**src/rtl/regfile_wb_scheduler.sv**
```systemverilog
// regfile_wb_scheduler
//   Owns the register-file write port. The ALU and the LSU share it through a
//   round-robin arbiter with a valid/ready handshake. The winner goes through a
//   one-cycle registered stage to write_en/rd_addr/write_data. A busy scoreboard
//   tracks registers that have a write outstanding. Issue stalls on RAW hazards
//   (rs1/rs2) and WAW hazards (rd) against that scoreboard.
//
//   Optional feature: define REGFILE_WB_BYPASS_EN to let an rs1/rs2 match on the
//   write-back in flight proceed without a stall. The match is flagged on
//   rs1_fwd/rs2_fwd, and the consumer then takes write_data as the operand.
//
// Ports
//   clk, rst_n                        clock (rising edge), async active-low reset
//   alu_valid/alu_rd/alu_data/alu_ready   ALU write-back request
//   lsu_valid/lsu_rd/lsu_data/lsu_ready   LSU write-back request
//   issue_valid/issue_rd/rs1_addr/rs2_addr  issuing instruction
//   issue_stall                       issue must hold
//   write_en/rd_addr/write_data       register-file write port
//   rs1_fwd/rs2_fwd                   (bypass build only) operand taken from write_data
module regfile_wb_scheduler #(
  parameter int DATA_W = 32,
  parameter int ADDR_W = 5
) (
  input  logic              clk,
  input  logic              rst_n,
  input  logic              alu_valid,
  input  logic [ADDR_W-1:0] alu_rd,
  input  logic [DATA_W-1:0] alu_data,
  output logic              alu_ready,
  input  logic              lsu_valid,
  input  logic [ADDR_W-1:0] lsu_rd,
  input  logic [DATA_W-1:0] lsu_data,
  output logic              lsu_ready,
  input  logic              issue_valid,
  input  logic [ADDR_W-1:0] issue_rd,
  input  logic [ADDR_W-1:0] rs1_addr,
  input  logic [ADDR_W-1:0] rs2_addr,
  output logic              issue_stall,
`ifdef REGFILE_WB_BYPASS_EN
  output logic              rs1_fwd,
  output logic              rs2_fwd,
`endif
  output logic              write_en,
  output logic [ADDR_W-1:0] rd_addr,
  output logic [DATA_W-1:0] write_data
);

  localparam int NREG = 2 ** ADDR_W;

  logic              pref_lsu;
  logic [NREG-1:0]   busy;
  logic [NREG-1:0]   busy_nxt;
  logic              grant_alu;
  logic              grant_lsu;
  logic              xfer;
  logic [ADDR_W-1:0] win_rd;
  logic [DATA_W-1:0] win_data;
  logic              hit1;
  logic              hit2;
  logic              issue_fire;

  // When both sides request, the side named by pref_lsu wins.
  always_comb begin
    grant_alu = 1'b0;
    grant_lsu = 1'b0;
    if (alu_valid && (!lsu_valid || !pref_lsu)) grant_alu = 1'b1;
    else if (lsu_valid)                         grant_lsu = 1'b1;
  end

  // A grant implies valid, so ready alone marks a transfer. Readies stay low while in reset.
  assign alu_ready = rst_n & grant_alu;
  assign lsu_ready = rst_n & grant_lsu;
  assign xfer      = alu_ready | lsu_ready;
  assign win_rd    = grant_alu ? alu_rd   : lsu_rd;
  assign win_data  = grant_alu ? alu_data : lsu_data;

  always_ff @(posedge clk or negedge rst_n) begin
    if (!rst_n) begin
      pref_lsu <= 1'b0;
    end else if (alu_valid && lsu_valid && xfer) begin
      pref_lsu <= grant_alu;
    end
  end

  always_ff @(posedge clk or negedge rst_n) begin
    if (!rst_n) begin
      write_en   <= 1'b0;
      rd_addr    <= '0;
      write_data <= '0;
    end else begin
      write_en <= xfer && (win_rd != '0);
      if (xfer) begin
        rd_addr    <= win_rd;
        write_data <= win_data;
      end
    end
  end

`ifdef REGFILE_WB_BYPASS_EN
  assign rs1_fwd = write_en && (rs1_addr == rd_addr);
  assign rs2_fwd = write_en && (rs2_addr == rd_addr);
  assign hit1    = busy[rs1_addr] & ~rs1_fwd;
  assign hit2    = busy[rs2_addr] & ~rs2_fwd;
`else
  assign hit1    = busy[rs1_addr];
  assign hit2    = busy[rs2_addr];
`endif

  assign issue_stall = rst_n & issue_valid & (hit1 | hit2 | busy[issue_rd]);
  assign issue_fire  = issue_valid & ~issue_stall & (issue_rd != '0);

  // Clear and set target different registers whenever both happen, because a WAW
  // hazard blocks the set. Applying them in this order is therefore safe.
  always_comb begin
    busy_nxt = busy;
    if (write_en)   busy_nxt[rd_addr]  = 1'b0;
    if (issue_fire) busy_nxt[issue_rd] = 1'b1;
    busy_nxt[0] = 1'b0;
  end

  always_ff @(posedge clk or negedge rst_n) begin
    if (!rst_n) busy <= '0;
    else        busy <= busy_nxt;
  end

endmodule

```
**config.mk**
```make
export PLATFORM = sky130hd
export DESIGN_NAME = regfile_wb_scheduler
export DESIGN_NICKNAME = d
export VERILOG_FILES = /design/src/rtl/regfile_wb_scheduler.sv
export SDC_FILE = /design/constraint.sdc
export NUM_CORES = 1
export LEC_CHECK = 0
export CAP_MARGIN = 20
export CORE_MARGIN = 2
export CORE_UTILIZATION = 35
export DETAILED_ROUTE_END_ITERATION = 8
export PLACE_DENSITY = 0.73
export SYNTH_ARGS = -nofsm -noshare
export SYNTH_HDL_FRONTEND = slang
export SYNTH_SLANG_ARGS = --single-unit
```
**constraint.sdc**
```tcl
create_clock -name clk -period 2.1 [get_ports clk]
set_input_delay 0.315 -clock clk [delete_from_list [all_inputs] [get_ports clk]]
set_output_delay 0.315 -clock clk [all_outputs]
set_load 0.1 [all_outputs]
```
# After elaboration in Yosys (flattened, before gate mapping)
# Index checks and enable logic that the tools add are counted.
[classes] order_cmp=6 muxes=17 bitwise=13 reduce_logical=11
[ops] cell="two-way mux 32 bit" n=3
[ops] cell="AND 32 bit" n=1
[ops] cell="NOT 32 bit" n=1
[ops] cell="bitwise OR 32 bit" n=1
[ops] cell="less-than comparator 5 x 6 -> 1 bit, second input constant" n=4
[ops] cell="binary-select mux 1 bit (select 5 bit)" n=3
[ops] cell="demux 1 bit (select 5 bit)" n=2
[ops] cell="greater-or-equal comparator 5 x 1 -> 1 bit, second input constant" n=2
[ops] cell="nonzero test 5 bit" n=2
[ops] cell="two-way mux 1 bit" n=8
[ops] cell="AND 1 bit" n=6
[ops] cell="logical AND 1 bit" n=6
[ops] cell="two-way mux 5 bit" n=1
[ops] cell="bitwise OR 1 bit" n=3
[ops] cell="logical NOT 1 bit" n=2
[ops] cell="logical OR 1 bit" n=1
[ops] cell="NOT 1 bit" n=1
[totals] register_bits=70 output_inout_bits=41 wordCells=52

# Longest topological paths before layout
# Gate-level depths: netlist of the first run.
[depth] word_depth=9 ltp_mapped=9

# Least setup slack after synthesis of the first run
# No wires, ideal clock.
[synth_timing] path_type="input to output" start="in rs2_addr[0]" end="out issue_stall" t_arrival_ns=2.946 required_ns=1.785 slack_ns=-1.161 path_stages=6 path_buffers=1 path_cell_list="clkbuf_1 > mux4_2 > inv_1 > a2111oi_0 > nor4_2 > a31oi_1"
[synth_between] elab_chain_cells=5
[synth_lines] element="from (decl)" line_no="37" source="input logic [ADDR_W-1:0] rs2_addr,"
[synth_lines] element="binary-select mux 1 bit (select 5 bit)" line_no="106" source="assign hit2 = busy[rs2_addr];"
[synth_lines] element="two-way mux 1 bit (not written as such)" line_no="106"
[synth_lines] element="bitwise OR 1 bit (2 in series)" line_no="109" source="assign issue_stall = rst_n & issue_valid & (hit1 | hit2 | busy[issue_rd]);"
[synth_lines] element="AND 1 bit" line_no="109"
[synth_lines] element="to (decl)" line_no="38" source="output logic issue_stall,"
# Every way passes these cells. The select of a mux whose other input is x is not followed.

# Final worst setup path of the first run
[layout_timing] start="reg busy[23]" end="reg busy[26]"
[layout_between] elab_chain_cells=9
[layout_lines] element="from (decl)" line_no="51" source="logic [NREG-1:0] busy;"
[layout_lines] element="from (signal assigned)" line_no="123" source="else busy <= busy_nxt;"
[layout_lines] element="binary-select mux 1 bit (select 5 bit) (on tied branches)" line_no="105, 106"
[layout_lines] element="two-way mux 1 bit (on tied branches)" line_no="105, 106"
[layout_lines] element="bitwise OR 1 bit" line_no="109"
[layout_lines] element="bitwise OR 1 bit *" line_no="109"
[layout_lines] element="AND 1 bit *" line_no="109"
[layout_lines] element="NOT 1 bit *" line_no="110" source="assign issue_fire = issue_valid & ~issue_stall & (issue_rd != '0);"
[layout_lines] element="AND 1 bit * (2 in series)" line_no="110"
[layout_lines] element="two-way mux 32 bit *" line_no="117" source="if (issue_fire) busy_nxt[issue_rd] = 1'b1;"
[layout_lines] element="net busy_nxt[26]" line_no="52" source="logic [NREG-1:0] busy_nxt;"
# The timed path passes the listed nets; every way through them passes the cells marked *. The select of a mux whose other input is x is not followed.
# A chain may end at the register's enable or synchronous reset.

==> qor.yml, run 1 <==
outcome:
  status: "finished, violations left"
  violations: "setup timing"
drt:
  viasPerCell: 5.48
  wire_per_inst_um: 19.5
  drc: 0
  vias: 4003
  ant_nets: 0
  finalWirelength_mm: 14.3
  dr.pass1.iters: 4
  drt_iter0_drc: 232
floorplan:
  die_y_um: 111
  design.portCount: 135
  start_util_pct: 35.5
  rows: 39
  dieArea_sq_um: 12300
  die_w_um: 111
  fp.coreArea_sq_um: 11300
timing:
  slew_headroom_pct: 33.3
  report.final.slew_viol_count: 0
  grt_setup_unrepaired: "yes"
  fin_worst_skew_ns: 0.00425
  worst_slack_ns: -0.495
  finalCritPeriodShare_pct: 124
  finalHoldViolCount: 0
  whs_ns: 0.428
  timing.fmax_ghz: 0.385
  finalSetupViolations: 32
  period_needed_ns: 2.59
  worst_pin_slew_ns: 1.00
critical_path:
  r2r_slack_ns: -0.49
  timing.rr.end: "busy[26]$_DFF_PN0_"
  rr_startpoint: "busy[23]$_DFF_PN0_"
  path_max_fanout: 8
  arrival_ns: 2.82
  worstSetupPathType: "register to register"
  worst-endpoint-required_ns: 2.32
  ff2ff_path_depth: 9
  crit_start: "busy[23]$_DFF_PN0_"
  worstSetupStartpointType: "register"
  end_kind: "register"
  worstSetupEndpoint: "busy[26]$_DFF_PN0_"
cts:
  cts_root_buffer: "clkbuf_16"
  cts_inserted_buffers: 9
  cts_max_path_buffers: 2
  cts.sinks: 70
  clk_latency_ns: 0.33
  htreeDepth: 3
  cts_tree: "built"
  path_clk_slew_ns: 0.06
yosys:
  syn-cell-area_sq_um: 4000
  syn_inst: 396
  avgSynthCellArea_sq_um: 10.1
  yosysUniqueCellTypes: 41
  synth_nets: 490
  yosysSeqAreaShare_pct: 43.8
  yosysWarnings: 0
  synth-seq-cells: 70
placed_design:
  gp_congestion: 0.967
  dp_hpwl_mm: 10.1
  port_buffers: 134
power_and_ir_drop:
  vdd_drop_max_mv: 0.631
  p_leak_uw: 0.00280
  power_density_nw_per_um2: 1120
grt:
  grt_pass1_vias: 4201
  grt_pass1_wl_mm: 22.0
  antenna_found_initial: 0
  grt_max_degree: 55
  grt_usage_pct: 22.5
  gr-total-overflow: 0
finish:
  drive_above_1_share_pct: 33.9
  area_growth_syn_to_layout_pct: 70.6
  nets: 676
  diodes: 0
  num-fill-cells: 929
  final_cell_mix: "buf_4 (92), clkdlybuf4s50_1 (83), o21ai_0 (70), dfrtp_1 (70), mux2i_1 (55)"
  final_core_util_pct: 60.6
  final_common_cell: "buf_4"
  seq_area_sq_um: 1750
  multiInputGateArea_sq_um: 2550
job:
  drv_cap: 0
worst_hold_path:
  min_path_type: "input port to async pin"
-- where the power goes --
part	internal, uW	switching (uW)
logic	1540	2090
registers	1760	403
clock network	1280	570
total	4570	3060
-- final cells by class --
| cell class | count | area share (%) |
|---|---|---|
| Multi-Input combinational cell | 289 | 37.4 |
| Timing Repair Buffer | 207 | 28.8 |
| Sequential cell | 70 | 25.6 |
| Clock buffer | 10 | 3.35 |
| Tap cell | 143 | 2.62 |
| Clock inverter | 6 | 1.96 |
| Inverter | 5 | 0.275 |
-- synth_stat cells --
cell type / n / area (sq um)
o311ai_1: 1 / 8.76
or3b_2: 5 / 43.8
clkbuf_1: 22 / 82.6
or4_1: 1 / 7.51
nor3_1: 2 / 10.0
dfrtp_1: 70 / 1750
a21boi_1: 1 / 7.51
o31ai_1: 31 / 233
xnor2_1: 1 / 8.76
mux4_2: 12 / 270
inv_1: 5 / 18.8
mux2_2: 3 / 33.8
nand3_1: 5 / 25.0
or2_2: 1 / 6.26
or3_1: 2 / 12.5
o22a_1: 1 / 8.76
a311oi_1: 1 / 8.76
o211ai_1: 1 / 7.51
a31oi_1: 2 / 12.5
nor4_1: 1 / 6.26
buf_4: 2 / 15.0
and2_1: 1 / 6.26
nand2_1: 44 / 165
mux2_1: 1 / 11.3
a2111oi_0: 3 / 26.3
o22ai_1: 6 / 37.5
o311a_1: 1 / 10.0
a21oi_1: 3 / 15.0
a41oi_1: 1 / 8.76
a41o_1: 1 / 10.0
nor3b_1: 3 / 22.5
a221oi_1: 2 / 17.5
nor4_2: 1 / 12.5
nor2_1: 11 / 41.3
mux2i_1: 55 / 551
nor2b_1: 3 / 18.8
buf_1: 2 / 7.51
nand3b_1: 8 / 60.1
buf_2: 6 / 30.0
o21ai_0: 71 / 355
nand2b_1: 3 / 18.8
-- per-layer routing --
| metal | GRT usage, % | up-vias | share of wire [%] |
|---|---|---|---|
| met2 | 37.2 | 199 | 49 |
| met5 | 0 | - | 0 |
| li1 | - | 1856 | - |
| met1 | 29.1 | 1910 | 40 |
| met3 | 5.90 | 38 | 7.6 |
| met4 | 6.83 | 0 | 3.0 |
-- cell families after synthesis --
group           synth area share (%)
simple gates                    11.4
flops                           43.8
xor+xnor                       0.219
mux                             21.6
buf+inv                         3.84
compound gates                  19.2
-- through the flow --
stage | worst slack (ns) | power (uW) | instance area [sq um] | TNS, ns | cells
after floorplan | -0.253 | 4040 | 4080 | -7.17 | 396
after global placement | -0.685 | 5140 | 5910 | -21.61 | 698
after detailed placement | -0.778 | 5210 | 5910 | -24.10 | 698
after CTS | -0.499 | 7190 | 6420 | -12.96 | 720
after global routing | -0.532 | 7940 | 6830 | -15.50 | 730
final | -0.495 | 7640 | 6830 | -14.21 | 730
-- worst max-delay path, stage by stage (launching register included) --
cell and delay [ns]:
dfrtp_1 0.40, buf_6 0.13, mux4_2 0.48, mux2i_1 0.17
nor3b_2 0.09, nor4_4 0.35, buf_4 0.18, a41oi_4 0.20
clkbuf_16 0.26, o31ai_2 0.23
-- registers in the layout, summed over array words and instances, names as in the netlist --
name	cells
pref_lsu	1
busy	31
write_data	32
write_en	1
rd_addr	5
-- timing repair --
item                       CTS  global route
hold endpoints to repair    16             0
pin swaps                    8            14
hold buffers                 1             0
resized for setup           34            48
setup endpoints to repair   32            32
cloned                       0             3
buffers inserted             5             8
-- worst min-delay path by stage --
stage                      from                          to  cells past startpoint
after floorplan           rst_n          busy[10]$_DFF_PN0_                      0
after global placement    rst_n  write_data[27]$_DFFE_PN0P_                      1
after detailed placement  rst_n  write_data[27]$_DFFE_PN0P_                      1
after CTS                 rst_n  write_data[27]$_DFFE_PN0P_                      2
after global routing      rst_n  write_data[27]$_DFFE_PN0P_                      2
final                     rst_n  write_data[27]$_DFFE_PN0P_                      2
Power figures use the tool's default switching activity.
==> inputs of run 2 (changes only) <==
--- a/config.mk
+++ b/config.mk
@@ -5,11 +5,15 @@
 export SDC_FILE = /design/constraint.sdc
 export NUM_CORES = 1
 export LEC_CHECK = 0
+export ABC_AREA = 1
 export CAP_MARGIN = 20
+export CELL_PAD_IN_SITES_DETAIL_PLACEMENT = 1
+export CELL_PAD_IN_SITES_GLOBAL_PLACEMENT = 1
 export CORE_MARGIN = 2
-export CORE_UTILIZATION = 35
+export CORE_UTILIZATION = 30
 export DETAILED_ROUTE_END_ITERATION = 8
-export PLACE_DENSITY = 0.73
+export GPL_TIMING_DRIVEN = 0
+export PLACE_DENSITY = 0.84
 export SYNTH_ARGS = -nofsm -noshare
 export SYNTH_HDL_FRONTEND = slang
 export SYNTH_SLANG_ARGS = --single-unit
==> run 2 against run 1 <==
  * Critical path depth rose by 1
  * Largest power group unchanged
  * Largest cell class unchanged
  * The run ends with hold timing, setup timing left
  * Cell area is 4.2% lower
  * Clock-buffer cell count down 1
  * Die area grew 28%
  * Power fell by 11%
==> qor.yml, run 2 <==
floorplan:
  fp.coreArea_sq_um: 14500  # was 11300 sq um
  dieArea_sq_um: 15800  # was 12300 sq um
  die_w_um: 126  # was 111 um
  start_util_pct: 30.7  # was 35.5%
  design.portCount: 135  # unchanged
  rows: 44  # was 39
  die_y_um: 126  # was 111 um
yosys:
  synth_top_cell_by_area: "dfrtp_1"  # unchanged
  synth_nets: 754  # was 490
  synth_top_family_by_area: "simple AND/OR/NAND/NOR gates"  # was multiplexers
  yosysSeqAreaShare_pct: 39.4  # was 43.8%
  syn_inst: 660  # was 396
  synthMostInstantiatedCell: "nand2_1"  # was o21ai_0
  synth-seq-cells: 70  # unchanged
  synthAdderAreaFrac_pct: 0  # unchanged
  avgSynthCellArea_sq_um: 6.74  # was 10.1 sq um
  synthFlopType: "dfrtp_1"  # unchanged
  synthTopCellsByArea: "dfrtp_1 (39%), nand2_1 (17%), nand3_1 (9.7%)"  # was dfrtp_1 (44%), mux2i_1 (14%), o21ai_0 (8.9%)
  yosysWarnings: 0  # unchanged
  synthTopCellsByCount: "nand2_1 (200), nand3_1 (86), nor2_1 (83)"  # was o21ai_0 (71), dfrtp_1 (70), mux2i_1 (55)
  yosysTopAreaCellShare_pct: 39.4  # was 43.8%
  yosysUniqueCellTypes: 28  # was 41
  muxShareOfSynthArea_pct: 0.225  # was 21.6%
  syn-cell-area_sq_um: 4450  # was 4000 sq um
  synth_xor_area_share_pct: 0  # was 0.219%
  synth_compound_gate_area_share_pct: 11.9  # was 19.2%
  synth_edf_count: 0  # unchanged
  synthArstFlopShare_pct: 100  # unchanged
  synthSimpleGateAreaFrac_pct: 38.4  # was 11.4%
critical_path:
  timing.rr.end: "busy[7]$_DFF_PN0_"  # was busy[26]$_DFF_PN0_
  end_kind: "output port"  # was register
  crit_chain: "clkdlybuf4s50_1 -> inv_2 -> nand3_1 -> nand3_1 -> nand3_1 -> nand2_1 -> nand3_4 -> nand2_4 -> clkinvlp_4 -> buf_12"  # was buf_6 -> mux4_2 -> mux2i_1 -> nor3b_2 -> nor4_4 -> buf_4 -> a41oi_4 -> clkbuf_16 -> o31ai_2
  crit_start: "rs2_addr[2]"  # was busy[23]$_DFF_PN0_
  worstSetupEndpoint: "issue_stall"  # was busy[26]$_DFF_PN0_
  cpMostUsedCell: "nand3_1"
  worst-endpoint-required_ns: 1.78  # was 2.32 ns
  path_max_fanout: 5  # was 8
  worstSetupStartpointType: "input port"  # was register
  max_stage_delay_ns: 0.55  # was 0.48 ns
  arrival_ns: 1.94  # was 2.82 ns
  slowest_stage: "clkdlybuf4s50_1"  # was mux4_2
  worstSetupPathType: "input port to output port"  # was register to register
  rr_startpoint: "busy[9]$_DFF_PN0_"  # was busy[23]$_DFF_PN0_
  r2r_slack_ns: 0.18  # was -0.49 ns
  ff2ff_path_depth: 14  # was 9
worst_hold_path:
  min_path_type: "input port to async pin"  # unchanged
grt:
  grt_max_degree: 69  # was 55
  grt_pass1_vias: 5397  # was 4201
  grt_pass1_wl_mm: 28.7  # was 22.0 mm
  antenna_found_initial: 0  # unchanged
  gr-total-overflow: 0  # unchanged
  grt_usage_pct: 22.7  # was 22.5%
placed_design:
  port_buffers: 130  # was 134
  dp_hpwl_mm: 13.0  # was 10.1 mm
  gp_congestion: 0.913  # was 0.967
outcome:
  violations: "hold timing, setup timing"  # was setup timing
  status: "finished, violations left"  # unchanged
drt:
  dr.pass1.iters: 4  # unchanged
  viasPerCell: 5.00  # was 5.48
  drc: 0  # unchanged
  finalWirelength_mm: 17.4  # was 14.3 mm
  wire_per_inst_um: 17.2  # was 19.5 um
  vias: 5037  # was 4003
  ant_nets: 0  # unchanged
  drt_iter0_drc: 255  # was 232
timing:
  worst_pin_slew_ns: 1.03  # was 1.00 ns
  finalSetupViolations: 1  # was 32
  whs_ns: -0.0429  # was 0.428 ns
  report.final.slew_viol_count: 0  # unchanged
  period_needed_ns: 2.25  # was 2.59 ns
  worst_slack_ns: -0.154  # was -0.495 ns
  tns_ns: -0.154  # was -14.21 ns
  finalCritPeriodShare_pct: 107  # was 124%
  slew_headroom_pct: 31.6  # was 33.3%
  grt_setup_unrepaired: "yes"  # unchanged
  timing.fmax_ghz: 0.444  # was 0.385 GHz
  fin_worst_skew_ns: 0.00521  # was 0.00425 ns
  finalHoldViolCount: 14  # was 0
power_and_ir_drop:
  p_leak_uw: 0.00296  # was 0.00280 uW
  p_int_uw: 3730  # was 4570 uW
  power_density_nw_per_um2: 1040  # was 1120 nW/um^2
  sw_frac_of_total_pct: 45.3  # was 40.1%
  p_switching_uw: 3090  # was 3060 uW
  seq_power_share_pct: 31.2  # was 28.3%
  vdd_drop_max_mv: 0.437  # was 0.631 mV
  pwr-share-comb_pct: 42.6  # was 47.5%
  pwr-share-clk_pct: 26.3  # was 24.2%
cts:
  path_clk_slew_ns: 0.06  # about the same
  cts_root_buffer: "clkbuf_16"  # unchanged
  htreeDepth: 3  # unchanged
  cts_tree: "built"  # unchanged
  cts_inserted_buffers: 9  # unchanged
  clk_latency_ns: 0.34  # was 0.33 ns
  cts.sinks: 70  # unchanged
  cts_max_path_buffers: 2  # unchanged
finish:
  largest_registers: "write_data (32), busy (31), rd_addr (5)"  # unchanged
  drive_above_1_share_pct: 14.0  # was 33.9%
  final_cell_mix: "nand2_1 (199), nand3_1 (83), clkdlybuf4s50_1 (82)"  # was buf_4 (92), clkdlybuf4s50_1 (83), o21ai_0 (70), dfrtp_1 (70), mux2i_1 (55)
  largest_reg_flops: 32  # unchanged
  final_common_cell: "nand2_1"  # was buf_4
  top_register: "write_data"  # unchanged
  diodes: 0  # unchanged
  num-fill-cells: 1860  # was 929
  nets: 912  # was 676
  area_growth_syn_to_layout_pct: 47.1  # was 70.6%
job:
  drv_cap: 0  # unchanged
## run 2: cell types whose count changed after synthesis, moves of 10 or more
cell and delta:
inv_1 +57, nand3_1 +81, nor2_1 +72, nand2_1 +156, mux4_2 -12, o31ai_1 -31
nand3_2 +10, a31oi_1 +30, o21ai_0 -29, mux2i_1 -54
## run 2: cell families after synthesis
kind of cell           count (synthesis)
AOI/OAI and AO/OA                     93
muxes                                  1
buffers and inverters                100
DFF                                   70
and+or+nand+nor                      396
## run 2: layout make-up
cell class / count / area, sq um / share of cell area (%)
Sequential cell: 70 / 1750 / 26.8
Clock inverter: 7 / 121 / 1.86
Inverter: 67 / 258 / 3.94
Multi-Input combinational cell: 490 / 2310 / 35.3
Buffer: 32 / 229 / 3.50
Tap cell: 184 / 230 / 3.52
Clock buffer: 9 / 225 / 3.44
Timing Repair Buffer: 148 / 1420 / 21.7
## run 2: worst min path at each step
stage,startpoint,to,slack (ns),cells past startpoint
2_1_floorplan,rst_n,busy[10]$_DFF_PN0_,0.02,0
3_3_place_gp,pref_lsu$_DFFE_PN0P_,pref_lsu$_DFFE_PN0P_,0.47,2
3_5_place_dp,rst_n,write_data[28]$_DFFE_PN0P_,0.13,1
4_1_cts,rst_n,write_data[27]$_DFFE_PN0P_,-0.005,2
5_1_grt,rst_n,write_data[27]$_DFFE_PN0P_,0.01,2
6_report,rst_n,write_data[27]$_DFFE_PN0P_,-0.04,2
## run 2: power by group through the flow
| stage | Clock (uW) | Combinational [uW] | Sequential, uW |
|---|---|---|---|
| after floorplan | 0 | 1100 | 2910 |
| after global placement | 0 | 2820 | 2110 |
| after detailed placement | 0 | 2870 | 2120 |
| after CTS | 1820 | 2860 | 2110 |
| after global routing | 1860 | 3180 | 2190 |
| final | 1790 | 2900 | 2130 |
## run 2: critical path, delay by kind of cell
family	cells	cell delay, ns
buffers and inverters	4	0.98
AND/OR/NAND/NOR	6	0.64
## run 2: per-stage QoR
step	worst slack, ns	instance area, sq um	power (uW)	cells	utilization, %
6_report	-0.154	6540	6820	1007	45.2
3_5_place_dp	-1.54	6030	5000	975	41.7
5_1_grt	-0.263	6540	7220	1007	45.2
4_1_cts	-0.192	6520	6790	1004	45.0
3_3_place_gp	-3.27	6010	4930	974	41.5
2_1_floorplan	0.00951	4480	4010	660	-
## run 2: layer usage
metal	GRT usage (%)	up-vias	part of all wire, %
met4	7.18	0	2.1
met2	39.0	144	49
li1	-	2455	-
met5	0	-	0
met1	27.9	2411	42
met3	6.12	27	7.1
## run 2: what timing repair did
item | in CTS | in global routing
pin swaps | 2 | 9
buffers inserted | 11 | 4
gates resized for setup | 93 | 25
endpoints found under the hold margin | 4 | 0
hold buffers | 2 | 0
endpoints found under the setup margin | 42 | 40
